[src/rtl/mem_arbiter_rr_if.sv]
// Decoupled valid/ready channel bundle: N parallel lanes carrying W-bit payloads.
// The arbiter uses one instance per side: master requests, master responses,
// slave request and slave response.
interface mem_arbiter_rr_if #(
  parameter int N = 1,
  parameter int W = 32
);
  logic [N-1:0]        valid;
  logic [N-1:0]        ready;
  logic [N-1:0][W-1:0] data;

  modport master (output valid, output data, input ready);
  modport slave  (input valid, input data, output ready);
endinterface

[src/rtl/mem_arbiter_rr.sv]
// N-master -> 1-slave memory arbiter with fixed or rotating priority, a
// per-master in-flight limit, and in-order response routing through a
// fallthrough tag FIFO. Both paths are combinational pass-through.
// Optional feature macro: MEM_ARB_PERF_EN adds per-master grant/stall counters.
module mem_arbiter_rr #(
  parameter int CNT             = 4,
  parameter int QUEUE_DEPTH     = 4,
  parameter int ROUND_ROBIN     = 1,
  parameter int MAX_OUTSTANDING = 2,
  parameter int REQ_W           = 32,
  parameter int RESP_W          = 32
) (
  input  logic             clk,
  input  logic             rst,
  mem_arbiter_rr_if.slave  master_req,
  mem_arbiter_rr_if.master master_resp,
  mem_arbiter_rr_if.master slave_req,
  mem_arbiter_rr_if.slave  slave_resp
`ifdef MEM_ARB_PERF_EN
  ,
  output logic [CNT-1:0][31:0] grant_cnt,
  output logic [CNT-1:0][31:0] stall_cnt
`endif
);
  localparam int IDX_W = (CNT > 1) ? $clog2(CNT) : 1;
  localparam int CW    = $clog2(QUEUE_DEPTH + 1);
  localparam int PW    = (QUEUE_DEPTH > 1) ? $clog2(QUEUE_DEPTH) : 1;
  localparam logic [CW-1:0]    DEPTH_C   = CW'(QUEUE_DEPTH);
  localparam logic [CW-1:0]    MAX_OUT_C = CW'(MAX_OUTSTANDING);
  localparam logic [PW-1:0]    LAST_C    = PW'(QUEUE_DEPTH - 1);
  localparam logic [IDX_W-1:0] PTR_RST_C = IDX_W'(CNT - 1);

  logic [IDX_W-1:0] ptr;
  logic [CW-1:0]    out_cnt [CNT];
  logic [IDX_W-1:0] tags [QUEUE_DEPTH];
  logic [PW-1:0]    rd_ptr;
  logic [PW-1:0]    wr_ptr;
  logic [CW-1:0]    count;
  logic [CNT-1:0]   elig;
  logic [IDX_W-1:0] sel;
  logic [IDX_W-1:0] scan_idx;
  logic [IDX_W-1:0] stored_head;
  logic [IDX_W-1:0] head;
  logic any_elig, fifo_empty, fifo_full, fifo_valid;
  logic req_fire_empty, resp_fire_full, req_valid, req_fire, resp_ready, resp_fire;

  // Mask masters that have no request or have reached their in-flight limit.
  always_comb begin
    elig = '0;
    for (int i = 0; i < CNT; i++) begin
      if (MAX_OUTSTANDING == 0) elig[i] = master_req.valid[i];
      else                      elig[i] = master_req.valid[i] && (out_cnt[i] < MAX_OUT_C);
    end
  end

  // Pick the winner; scanning backwards lets the highest-priority hit land last.
  always_comb begin
    sel      = '0;
    scan_idx = '0;
    if (ROUND_ROBIN != 0) begin
      for (int k = CNT; k >= 1; k--) begin
        scan_idx = IDX_W'((int'(ptr) + k) % CNT);
        sel      = elig[scan_idx] ? scan_idx : sel;
      end
    end else begin
      for (int i = CNT - 1; i >= 0; i--) begin
        scan_idx = IDX_W'(i);
        sel      = elig[scan_idx] ? scan_idx : sel;
      end
    end
  end

  // Full/empty terms are split out so the request and response paths never
  // feed each other combinationally: when empty only a bypass can provide a
  // head, when full only a pop can make room.
  assign any_elig       = |elig;
  assign fifo_empty     = (count == '0);
  assign fifo_full      = (count == DEPTH_C);
  assign stored_head    = tags[rd_ptr];
  assign req_fire_empty = fifo_empty && any_elig && slave_req.ready[0] && !rst;
  assign resp_fire_full = fifo_full && slave_resp.valid[0] && master_resp.ready[stored_head] && !rst;
  assign req_valid      = any_elig && (!fifo_full || resp_fire_full) && !rst;
  assign req_fire       = req_valid && slave_req.ready[0];
  assign fifo_valid     = !fifo_empty || req_fire_empty;
  assign head           = fifo_empty ? sel : stored_head;
  assign resp_ready     = fifo_valid && master_resp.ready[head] && !rst;
  assign resp_fire      = resp_ready && slave_resp.valid[0];

  // Drive both handshake sides from the arbitration and FIFO head decisions.
  always_comb begin
    slave_req.valid   = req_valid;
    slave_req.data    = '0;
    slave_req.data[0] = rst ? '0 : master_req.data[sel];
    slave_resp.ready  = resp_ready;
    master_req.ready  = '0;
    master_resp.valid = '0;
    master_resp.data  = '0;
    for (int i = 0; i < CNT; i++) begin
      master_req.ready[i]  = req_fire && (sel == IDX_W'(i));
      master_resp.valid[i] = slave_resp.valid[0] && fifo_valid && (head == IDX_W'(i));
      master_resp.data[i]  = rst ? '0 : slave_resp.data[0];
    end
  end

  // Rotate priority so the last granted master becomes lowest priority.
  always_ff @(posedge clk or posedge rst) begin
    if (rst)           ptr <= PTR_RST_C;
    else if (req_fire) ptr <= sel;
    else               ptr <= ptr;
  end

  // Tag FIFO holding the owner of each in-flight request, oldest at rd_ptr.
  always_ff @(posedge clk or posedge rst) begin
    if (rst) begin
      rd_ptr <= '0;
      wr_ptr <= '0;
      count  <= '0;
      for (int i = 0; i < QUEUE_DEPTH; i++) tags[i] <= '0;
    end else begin
      if (req_fire) begin
        tags[wr_ptr] <= sel;
        wr_ptr       <= (wr_ptr == LAST_C) ? '0 : wr_ptr + 1'b1;
      end
      if (resp_fire) rd_ptr <= (rd_ptr == LAST_C) ? '0 : rd_ptr + 1'b1;
      case ({req_fire, resp_fire})
        2'b10:   count <= count + 1'b1;
        2'b01:   count <= count - 1'b1;
        default: count <= count;
      endcase
    end
  end

  // Per-master in-flight counters; bounded by the FIFO so they cannot wrap.
  always_ff @(posedge clk or posedge rst) begin
    if (rst) begin
      for (int i = 0; i < CNT; i++) out_cnt[i] <= '0;
    end else begin
      for (int i = 0; i < CNT; i++) begin
        case ({req_fire && (sel == IDX_W'(i)), resp_fire && (head == IDX_W'(i))})
          2'b10:   out_cnt[i] <= out_cnt[i] + 1'b1;
          2'b01:   out_cnt[i] <= out_cnt[i] - 1'b1;
          default: out_cnt[i] <= out_cnt[i];
        endcase
      end
    end
  end

`ifdef MEM_ARB_PERF_EN
  // Count accepted requests and back-pressured request cycles per master.
  always_ff @(posedge clk or posedge rst) begin
    if (rst) begin
      grant_cnt <= '0;
      stall_cnt <= '0;
    end else begin
      for (int i = 0; i < CNT; i++) begin
        if (req_fire && (sel == IDX_W'(i))) grant_cnt[i] <= grant_cnt[i] + 32'd1;
        if (master_req.valid[i] && !(req_fire && (sel == IDX_W'(i))))
          stall_cnt[i] <= stall_cnt[i] + 32'd1;
      end
    end
  end
`endif
endmodule

[src/flat_wrapper.sv]
// flat-port wrapper written by rule: the top's interface ports become plain ports
module mem_arbiter_rr_flat 
#(
  parameter int CNT             = 4,
  parameter int QUEUE_DEPTH     = 4,
  parameter int ROUND_ROBIN     = 1,
  parameter int MAX_OUTSTANDING = 2,
  parameter int REQ_W           = 32,
  parameter int RESP_W          = 32
)
  (clk, rst, master_req_valid, master_req_data, master_req_ready, master_resp_valid, master_resp_data, master_resp_ready, slave_req_valid, slave_req_data, slave_req_ready, slave_resp_valid, slave_resp_data, slave_resp_ready);
  mem_arbiter_rr_if #(.N(CNT), .W((32))) master_req_i ();
  mem_arbiter_rr_if #(.N(CNT), .W((32))) master_resp_i ();
  mem_arbiter_rr_if #(.N(1), .W((32))) slave_req_i ();
  mem_arbiter_rr_if #(.N(1), .W((32))) slave_resp_i ();
  input  logic clk;
  input  logic rst;
  input wire logic [$bits(master_req_i.valid)-1:0] master_req_valid;
  input wire logic [$bits(master_req_i.data)-1:0] master_req_data;
  output wire logic [$bits(master_req_i.ready)-1:0] master_req_ready;
  output wire logic [$bits(master_resp_i.valid)-1:0] master_resp_valid;
  output wire logic [$bits(master_resp_i.data)-1:0] master_resp_data;
  input wire logic [$bits(master_resp_i.ready)-1:0] master_resp_ready;
  output wire logic [$bits(slave_req_i.valid)-1:0] slave_req_valid;
  output wire logic [$bits(slave_req_i.data)-1:0] slave_req_data;
  input wire logic [$bits(slave_req_i.ready)-1:0] slave_req_ready;
  input wire logic [$bits(slave_resp_i.valid)-1:0] slave_resp_valid;
  input wire logic [$bits(slave_resp_i.data)-1:0] slave_resp_data;
  output wire logic [$bits(slave_resp_i.ready)-1:0] slave_resp_ready;
  assign master_req_i.valid = master_req_valid;
  assign master_req_i.data = master_req_data;
  assign master_req_ready = master_req_i.ready;
  assign master_resp_valid = master_resp_i.valid;
  assign master_resp_data = master_resp_i.data;
  assign master_resp_i.ready = master_resp_ready;
  assign slave_req_valid = slave_req_i.valid;
  assign slave_req_data = slave_req_i.data;
  assign slave_req_i.ready = slave_req_ready;
  assign slave_resp_i.valid = slave_resp_valid;
  assign slave_resp_i.data = slave_resp_data;
  assign slave_resp_ready = slave_resp_i.ready;
  mem_arbiter_rr #(.CNT(CNT), .QUEUE_DEPTH(QUEUE_DEPTH), .ROUND_ROBIN(ROUND_ROBIN), .MAX_OUTSTANDING(MAX_OUTSTANDING), .REQ_W(REQ_W), .RESP_W(RESP_W)) u_core (.clk(clk), .rst(rst), .master_req(master_req_i), .master_resp(master_resp_i), .slave_req(slave_req_i), .slave_resp(slave_resp_i));
endmodule
[config.mk]
export PLATFORM = sky130hd
export DESIGN_NAME = mem_arbiter_rr_flat
export DESIGN_NICKNAME = d
export VERILOG_FILES = /design/src/rtl/mem_arbiter_rr_if.sv /design/src/rtl/mem_arbiter_rr.sv /design/src/flat_wrapper.sv
export SDC_FILE = /design/constraint.sdc
export NUM_CORES = 1
export LEC_CHECK = 0
export BUFFER_PORTS_ARGS = -buffer_cell sky130_fd_sc_hd__buf_4
export CAP_MARGIN = 30
export CORE_AREA = 2 2 133 135
export CTS_BUF_LIST = sky130_fd_sc_hd__clkbuf_4
export DETAILED_ROUTE_END_ITERATION = 10
export DIE_AREA = 0 0 135 137
export HOLD_SLACK_MARGIN = 0.12
export PLACE_DENSITY = 0.51
export SETUP_SLACK_MARGIN = 0.2
export SYNTH_ARGS = -nofsm -noshare
export SYNTH_HDL_FRONTEND = slang
export SYNTH_SLANG_ARGS = --single-unit
[constraint.sdc]
create_clock -name clk -period 6.7 [get_ports clk]
set_input_delay 0.67 -clock clk [delete_from_list [all_inputs] [get_ports clk]]
set_output_delay 0.67 -clock clk [all_outputs]
set_load 0.005 [all_outputs]
==> results.ini, run 1 <==
[timing]
finalClockSkew_ns = 0.00658
min_period_over_period_pct = 56.8
max_clock_freq_mhz = 263
slew_headroom_pct = 49.2
setup_tns_ns = 0
slew_viol_final = 0
grt_setup_unrepaired = false
worstMarginPinSlew_ns = 0.762
setup_violations = 0
finalHoldViolCount = 0
min_period_ns = 3.80

[logic_synthesis]
synth.top_cells.by_area = buf_4 18%, dfrtp_1 17%, nand2_1 8.1%
post_synthesis_cell_area_sq_um = 3980
syn_avg_cell_area_sq_um = 7.76
synth.distinct_cells = 51
synth_cell_count_leaders = 96 x buf_4, 86 x nand2_1, 41 x nor2b_1, 32 x a211oi_1, 32 x a311oi_1
yosys.area.top_type = buf_4
synth_most_common_cell = buf_4
synth.ff_latch_count = 29
synth_sequential_area_ratio_pct = 18.3
area_fraction_of_the_dominant_cell_type_after_synthesis_pct = 18.1
synthesis.yosys.warnings = 0
synthCells = 513
ys.flop_type = dfrtp_1
synth_enable_flop_cells = 0
asyncSetResetFlopFracSynth_pct = 100
syn_nets = 700

[power_and_ir_drop]
pwr-share-clk_pct = 7.5
p_seq_share_pct = 23.5
power.combinational.fraction_pct = 69.0
power_per_cell_area_nw_per_um2 = 239
peakVddDrop_uv = 143
internal_power_mw = 0.791
power_switching_share_pct = 45.7
net-switching-power_mw = 0.666
leakagePower_nw = 3.07

[route]
drt-wirelength-per-cell_um = 18.0
drt-total-wl_um = 17500
post_drt_via_cell_ratio = 4.50
drc = 0
detailroute.via_count = 4369
antenna_violation_net_count_after_detailed_routing = 0
initialDrtViolationCount = 179
detail_route.first_pass.iterations = 4

[cts]
cts-hold-fix-buffers = 0
clock-root-buffer = clkbuf_4
cts_tree = built
clk_latency_ns = 0.32
post_cts.repair.setup_buffers = 0
cts.htree.levels = 2
sink_count = 29
post_cts_resized = 0
tritoncts.num_buffers = 5
cts_max_path_buffers = 2
clk_pin_slew_worst_paths_ns = 0.09

[run_status]
status = finished clean

[grt]
globalRouteTotalUtil_pct = 17.1
via_count_of_the_first_global_routing_pass = 4093
global_route.overflow_total = 0
grt_pass1_wl_um = 24200
pin_count_of_the_biggest_net_entering_global_routing = 74
grt_antenna_before_repair = 11

[die]
core.rowCount = 48
initial_utilization_pct = 23.3
core-area_sq_um = 17100
fp.dieArea_sq_um = 18500
design.portCount = 342
die_h_um = 137
fp.dieW_um = 135

[setup_path]
cp_slowest_cell = buf_4
cp-end-kind = output pin
cell_occurring_most_often_along_the_worst_timing_path = buf_4
critPathMaxStageDelay_ns = 0.52
critical_path.top_delay_family = compound AO/OA/AOI/OAI gates
criticalPathCategory = flop to output pin
cp_num_buf_inv = 2
critical_path_required_ns = 6.03
critical_path_arrival_ns = 3.13
start_kind = flop
cp_cell_sequence = or3b_1, a22oi_2, o211a_2, buf_4, and2_1, a211oi_1, a311oi_1, buf_4
cp_max_fo = 73

[finish]
layout-drive-gt1-share_pct = 50.1
final_net_count = 926
layout-area-overhead-vs-synth_pct = 53.0
layout.cell_area.non_filler_sq_um = 6090

[placement]
dp_hpwl_um = 14500
place.port_buffers = 341
gp_congestion = 0.814
place_area_sq_um = 6020

[run]
maxCapViolations = 0

[worst_hold_path]
hp-class = flop to flop

-- worst paths after layout --
kind | cells after the start | slack (ns) | startpoint | to
worst max-delay path | 8 | 2.90 | u_core.out_cnt[11] | slave_req_data[15]
worst min register to register | 1 | 0.47 | u_core.out_cnt[0] | u_core.out_cnt[0]
worst max register to register | 13 | 3.22 | u_core.out_cnt[11] | u_core.count[2]
max in group asynchronous | 3 | 5.62 | rst | u_core.ptr[1]
worst min-delay path | 1 | 0.47 | u_core.out_cnt[0] | u_core.out_cnt[0]
min in group asynchronous | 3 | 0.74 | rst | u_core.out_cnt[9]
-- sequential cells by signal (all words and copies together) (netlist names) --
register,cells
u_core.rd_ptr,2
u_core.count,3
u_core.wr_ptr,2
u_core.ptr,2
u_core.tags,8
u_core.out_cnt,12
-- cell usage in the layout (no fill, tap or decap), drive strengths merged, types with 14 or more instances in the layout --
| cell | Yosys | final |
|---|---|---|
| and2 | 33 | 33 |
| a311oi | 32 | 32 |
| nor2b | 41 | 41 |
| dfrtp | 27 | 27 |
| nor2 | 14 | 14 |
| a211oi | 32 | 32 |
| nand2 | 86 | 86 |
| inv | 24 | 24 |
| buf | 102 | 345 |
-- cell families after synthesis --
kind of cell | Yosys count | share of synthesized area [%]
buffers and inverters | 150 | 23.4
flip-flops | 29 | 18.3
multiplexers | 14 | 5.15
XOR/XNOR | 15 | 3.30
adder cells (fa/ha/maj) | 15 | 5.66
AO/OA/AOI/OAI | 94 | 18.7
AND/OR/NAND/NOR | 196 | 25.5
-- metrics by stage --
stage          instances  util, %  power [mW]  setup slack (ns)  hold WS [ns]
2_1_floorplan        513        -       0.982              3.53         0.437
3_3_place_gp         957     35.3        1.34              2.99         0.452
3_5_place_dp         957     35.3        1.36              2.91         0.455
4_1_cts              965     35.6        1.48              2.92         0.472
5_1_grt              965     35.6        1.59              2.69         0.482
6_report             971     35.7        1.46              2.90         0.469
-- layout make-up --
type	instances	area, sq um
Inverter	24	90.1
Multi-Input combinational cell	334	2330
Tap cell	225	282
Sequential cell	29	728
Clock buffer	7	52.6
Clock inverter	1	3.75
Antenna cell	6	15.0
Fill cell	1811	11000
Timing Repair Buffer	345	2590
-- per-layer routing --
layer	share of wire (%)	vias up	GRT usage [%]
li1	-	2118	-
met1	40	2028	20.6
met2	48	193	28.2
met3	11	20	8.56
met4	0.76	10	2.14
met5	0.34	-	0
-- power groups by stage --
| stage | sequential [mW] | combinational, mW | clock [mW] |
|---|---|---|---|
| 3_5_place_dp | 0.347 | 1.01 | 0 |
| 3_3_place_gp | 0.344 | 0.996 | 0 |
| 6_report | 0.343 | 1.01 | 0.110 |
| 2_1_floorplan | 0.321 | 0.661 | 0 |
| 4_1_cts | 0.344 | 1.02 | 0.114 |
| 5_1_grt | 0.354 | 1.11 | 0.122 |
Power figures use the tool's default switching activity.
==> run 2, diff against run 1 <==
CORE_AREA = 2 2 134 136   (was 2 2 133 135)
DIE_AREA = 0 0 136 138   (was 0 0 135 137)
PLACE_DENSITY = 0.5   (was 0.51)
clock period = 3.8 ns   (was 6.7 ns; I/O delays follow)
==> run 2 against run 1 <==
Die area grew 1.5%. Combinational power grew 82%. Cell count grew 0.31%. Largest power group unchanged. Highest routed layer unchanged.
==> results.ini, run 2 (synthesis gave the netlist of run 1 again) <==
[placement]
placed_cells_incl_taps = 963  ; was 957
gp_congestion = 0.885  ; was 0.814
place_area_sq_um = 6060  ; was 6020 sq um
place.port_buffers = 341  ; unchanged
dp_hpwl_um = 15500  ; was 14,500 um

[finish]
layout-drive-gt1-share_pct = 50.4  ; was 50.1%
final_cells = 974  ; was 971
largest_reg_flops = 12  ; unchanged
mostFrequentLayoutCell = buf_4  ; unchanged
final_cell_mix = 345 x buf_4, 86 x nand2_1, 41 x nor2b_1  ; unchanged
final_net_count = 928  ; was 926
layout.core_utilization_pct = 35.0  ; was 35.7%
layout-area-overhead-vs-synth_pct = 53.9  ; was 53.0%
top_regs = u_core.out_cnt x12, u_core.tags x8, u_core.count x3  ; unchanged
top_register = u_core.out_cnt  ; unchanged
layout.cell_area.non_filler_sq_um = 6130  ; was 6090 sq um

[die]
initial_utilization_pct = 22.7  ; was 23.3%
design.portCount = 342  ; unchanged
fp.dieW_um = 136  ; was 135 um
fp.dieArea_sq_um = 18800  ; was 18,500 sq um
core-area_sq_um = 17500  ; was 17,100 sq um
core.rowCount = 49  ; was 48
die_h_um = 138  ; was 137 um

[cts]
cts.htree.levels = 2  ; unchanged
clk_pin_slew_worst_paths_ns = 0.09  ; about the same
cts_max_path_buffers = 2  ; unchanged
tritoncts.num_buffers = 5  ; unchanged
sink_count = 29  ; unchanged
cts_tree = built  ; unchanged
clock-root-buffer = clkbuf_4  ; unchanged
clk_latency_ns = 0.33  ; was 0.32 ns
post_cts.repair.setup_buffers = 0  ; unchanged

[grt]
via_count_of_the_first_global_routing_pass = 4423  ; was 4,093
globalRouteTotalUtil_pct = 19.1  ; was 17.1%
grt_pass1_wl_um = 26900  ; was 24,200 um
grt_antenna_before_repair = 13  ; was 11
pin_count_of_the_biggest_net_entering_global_routing = 73  ; was 74
global_route.overflow_total = 0  ; unchanged

[timing]
slew_headroom_pct = 50.1  ; was 49.2%
slew_viol_final = 0  ; unchanged
worstMarginPinSlew_ns = 0.749  ; was 0.762 ns
finalHoldViolCount = 0  ; unchanged
setup_violations = 0  ; unchanged
finalClockSkew_ns = 0.0107  ; was 0.00658 ns
grt_setup_unrepaired = false  ; unchanged
min_period_ns = 3.39
min_period_over_period_pct = 89.1
setup_tns_ns = 0  ; unchanged
max_clock_freq_mhz = 295

[setup_path]
cp-end-kind = output pin  ; unchanged
criticalPathCategory = flop to output pin  ; unchanged
worstRegToRegCells = 12  ; was 13
critical_path_arrival_ns = 3.01  ; was 3.13 ns
cp_max_fo = 72  ; was 73
start_kind = flop  ; unchanged
critical_path_required_ns = 3.42  ; was 6.03 ns

[route]
detail_route.first_pass.iterations = 4  ; unchanged
drt-wirelength-per-cell_um = 19.3  ; was 18.0 um
drc = 0  ; unchanged
detailroute.via_count = 4502  ; was 4,369
post_drt_via_cell_ratio = 4.62  ; was 4.50
drt-total-wl_um = 18800  ; was 17,500 um
antenna_violation_net_count_after_detailed_routing = 0  ; unchanged
initialDrtViolationCount = 209  ; was 179

[power_and_ir_drop]
leakagePower_nw = 3.10  ; was 3.07 nW
power_per_cell_area_nw_per_um2 = 430  ; was 239 nW/um^2
peakVddDrop_uv = 234  ; was 143 uV

[run_status]
status = finished clean  ; unchanged

[worst_hold_path]
hp-class = input port to asynchronous set/reset pin  ; was flop to flop

[run]
maxCapViolations = 0  ; unchanged

==> run 2: changes by cell type in the layout (fill, tap and decap cells not counted) <==
cell	change
buf_8	+1
clkinv_2	+1
diode_2	-3
clkinv_1	-1
buf_12	+1
==> run 2: path summary, 6_finish.rpt <==
| check | start | endpoint | slack (ns) |
|---|---|---|---|
| hold / removal | rst | u_core.out_cnt[6] | 0.45 |
| min in group clk | u_core.out_cnt[6] | u_core.out_cnt[6] | 0.46 |
| max in group asynchronous | rst | u_core.ptr[1] | 3.01 |
| hold reg to reg | u_core.out_cnt[6] | u_core.out_cnt[6] | 0.46 |
| setup reg to reg | u_core.rd_ptr[0] | u_core.out_cnt[5] | 0.45 |
| setup / recovery | u_core.out_cnt[11] | slave_req_data[14] | 0.41 |
==> run 2: critical path, cell delays in order (launching register included) <==
cell and delay (ns):
dfrtp_1 0.42, or3b_1 0.43, a22oi_2 0.25, o211a_2 0.27, buf_12 0.28, and2_1 0.18, a211oi_1 0.05, a311oi_1 0.52
buf_4 0.22
==> run 2: layout make-up <==
type	count	area (sq um)
diodes	3	7.51
clock buffers	7	52.6
clock inverters	1	5.00
fillers	1853	11400
inverters	24	90.1
multi-input cells	334	2330
flip-flops and latches	29	728
well taps	229	287
repair buffers	347	2630
==> run 2: where the power goes <==
| group | total (mW) | switching, mW | internal (mW) | leakage, nW |
|---|---|---|---|---|
| registers | 0.598 | 0.144 | 0.454 | 0.356 |
| logic | 1.84 | 0.953 | 0.884 | 2.70 |
| clock network | 0.199 | 0.112 | 0.0863 | 0.0361 |
| total | 2.63 | 1.21 | 1.42 | 3.10 |
==> run 2: layer usage <==
metal	vias to the layer above	wire [um]	track usage, %
met3	22	2020	6.82
met2	213	8870	31.7
met1	2145	7700	24.5
met4	14	102	2.14
li1	2108	-	-
met5	-	95	0
==> run 2: what timing repair did <==
item / 4_1_cts / 5_1_grt
pin swaps: 0 / 0
setup endpoints to repair: 1 / 1
hold buffers: 0 / 0
endpoints found under the hold margin: 0 / 0
resized for setup: 1 / 2
==> run 2: per-stage QoR <==
stage               setup slack, ns  power (mW)  hold slack [ns]
floorplan                     0.742        1.73            0.437
finish                        0.413        2.63            0.455
global placement              0.558        2.40            0.455
CTS                           0.340        2.66            0.471
detailed placement            0.488        2.44            0.455
global route                  0.255        2.87            0.485
==> run 3, diff against run 2 <==
clock period = 3.33 ns   (was 3.8 ns; I/O delays follow)
==> run 3 against run 2 <==
Clock power is 9% higher. Wire length is 0.95% lower. Register-to-register slack got worse by 0.16 ns. Largest cell class unchanged. Clock skew shrank 0.0023 ns. Die area did not move. Combinational power grew 23%. Sequential power is 13% higher. Count of clock-buffer cells in the layout down 1. Global-route usage down 0.38 points. Sequential cell count unchanged. Sequential share of layout area shrank 0.47 points. Critical path depth rose by 4. Highest routed layer unchanged.
==> results.ini, run 3 (synthesis gave the netlist of run 1 again) <==
[timing]
max_clock_freq_mhz = 329
setup_tns_ns = 0  ; unchanged
min_period_ns = 3.04
worstMarginPinSlew_ns = 0.596  ; was 0.749 ns
slew_viol_final = 0  ; unchanged
finalClockSkew_ns = 0.00843  ; was 0.0107 ns
timing.final.ws_setup_ns = 0.291  ; was 0.413 ns
timing.hold.ws_ns = 0.215  ; was 0.455 ns
min_period_over_period_pct = 91.2
finalHoldViolCount = 0  ; unchanged
slew_headroom_pct = 60.2  ; was 50.1%
grt_setup_unrepaired = true  ; was false
setup_violations = 0  ; unchanged

[run_status]
status = finished clean  ; unchanged

[route]
initialDrtViolationCount = 194  ; was 209
drc = 0  ; unchanged
drt-total-wl_um = 18600  ; was 18,800 um
detailroute.via_count = 4533  ; was 4,502
detail_route.first_pass.iterations = 4  ; unchanged
antenna_violation_net_count_after_detailed_routing = 0  ; unchanged
drt-wirelength-per-cell_um = 18.7  ; was 19.3 um
post_drt_via_cell_ratio = 4.56  ; was 4.62

[grt]
globalRouteTotalUtil_pct = 18.7  ; was 19.1%
via_count_of_the_first_global_routing_pass = 4344  ; was 4,423
global_route.overflow_total = 0  ; unchanged
grt_pass1_wl_um = 26600  ; was 26,900 um
pin_count_of_the_biggest_net_entering_global_routing = 66  ; was 73
grt_antenna_before_repair = 14  ; was 13

[placement]
dpl_worst_slack_ns = 0.118  ; was 0.488 ns
gp_congestion = 0.910  ; was 0.885
place_area_sq_um = 6090  ; was 6060 sq um
placed_cells_incl_taps = 967  ; was 963
place.port_buffers = 341  ; unchanged
dp_hpwl_um = 15600  ; was 15,500 um

[finish]
top_regs = u_core.out_cnt x12, u_core.tags x8, u_core.count x3  ; unchanged
layout-area-overhead-vs-synth_pct = 60.3  ; was 53.9%
final_cell_mix = 362 x buf_4, 83 x nand2_1, 38 x nor2b_1  ; was 345 x buf_4, 86 x nand2_1, 41 x nor2b_1
final_net_count = 945  ; was 928
largest_reg_flops = 12  ; unchanged
final_cells = 995  ; was 974
layout.core_utilization_pct = 36.4  ; was 35.0%
mostFrequentLayoutCell = buf_4  ; unchanged
layout-drive-gt1-share_pct = 54.7  ; was 50.4%
layout.cell_area.non_filler_sq_um = 6380  ; was 6130 sq um
top_register = u_core.out_cnt  ; unchanged

[setup_path]
criticalPathCategory = flop to flop  ; was flop to output pin
critical_path_required_ns = 3.58  ; was 3.42 ns
cp-end-kind = flop  ; was output pin
critical_path_arrival_ns = 3.29  ; was 3.01 ns
start_kind = flop  ; unchanged
cp_max_fo = 4  ; was 72
worst-r2r-setup-slack_ns = 0.29  ; was 0.45 ns
r2r-start = u_core.rd_ptr[0]  ; unchanged
worstRegToRegCells = 12  ; unchanged
reg2reg_end = u_core.out_cnt[2]  ; was u_core.out_cnt[5]

[power_and_ir_drop]
power_per_cell_area_nw_per_um2 = 495  ; was 430 nW/um^2
leakagePower_nw = 3.20  ; was 3.10 nW
peakVddDrop_uv = 324  ; was 234 uV
total_power_mw = 3.16  ; was 2.63 mW

[die]
core-area_sq_um = 17500  ; unchanged
core.rowCount = 49  ; unchanged
fp.dieArea_sq_um = 18800  ; unchanged
initial_utilization_pct = 22.7  ; unchanged
fp.dieW_um = 136  ; unchanged
die_h_um = 138  ; unchanged
design.portCount = 342  ; unchanged

[cts]
clk_latency_ns = 0.32  ; was 0.33 ns
cts-hold-fix-buffers = 0  ; unchanged
clock-root-buffer = clkbuf_4  ; unchanged
clk_pin_slew_worst_paths_ns = 0.10  ; was 0.09 ns
sink_count = 29  ; unchanged
cts_max_path_buffers = 2  ; unchanged
cts_tree = built  ; unchanged
tritoncts.num_buffers = 5  ; unchanged
cts.htree.levels = 2  ; unchanged

[worst_hold_path]
hp-class = input port to asynchronous set/reset pin  ; unchanged

[run]
maxCapViolations = 0  ; unchanged

[run 3: worst max-delay path by stage]
stage / startpoint / to / slack (ns) / depth (start not counted)
after CTS: u_core.rd_ptr[0] / u_core.out_cnt[2] / 0.16 / 12
final: u_core.rd_ptr[0] / u_core.out_cnt[2] / 0.29 / 12
after global routing: u_core.out_cnt[8] / u_core.out_cnt[2] / 0.16 / 13
after floorplan: u_core.rd_ptr[0] / u_core.out_cnt[2] / 0.27 / 12
after global placement: u_core.rd_ptr[0] / u_core.out_cnt[5] / 0.17 / 12
after detailed placement: u_core.rd_ptr[0] / u_core.out_cnt[2] / 0.12 / 12
[run 3: area by class of cell]
type,instances,area [sq um]
multi-input cells,334,2450
flip-flops and latches,29,728
clock buffers,6,45.0
repair buffers,364,2760
clock inverters,2,10.0
fillers,1877,11200
diodes,7,17.5
inverters,24,90.1
well taps,229,287
[run 3: critical path: stages (launching register included)]
cell     delay [ns]
dfrtp_1        0.40
mux4_2         0.54
mux4_2         0.47
nand2_4        0.09
nand3_4        0.09
and2_4         0.20
nand2_2        0.08
ha_2           0.18
inv_1          0.06
fa_1           0.42
xor2_1         0.15
nor2_1         0.13
xor2_1         0.15
[run 3: power breakdown]
part | switching (mW) | leakage, nW | internal (mW)
Clock | 0.128 | 0.0355 | 0.0885
Sequential | 0.159 | 0.356 | 0.518
Combinational | 1.14 | 2.81 | 1.13
[run 3: timing repair]
action | in CTS | in global routing
buffers inserted | 7 | 6
pin swaps | 3 | 16
gates resized for setup | 4 | 30
endpoints found under the setup margin | 19 | 36
[run 3: metal layers]
metal / track usage (%) / up-vias / routed length (um)
li1: - / 2155 / -
met4: 2.69 / 10 / 282
met5: 0 / - / 57
met3: 7.99 / 26 / 2100
met2: 30.1 / 231 / 8490
met1: 23.8 / 2111 / 7690
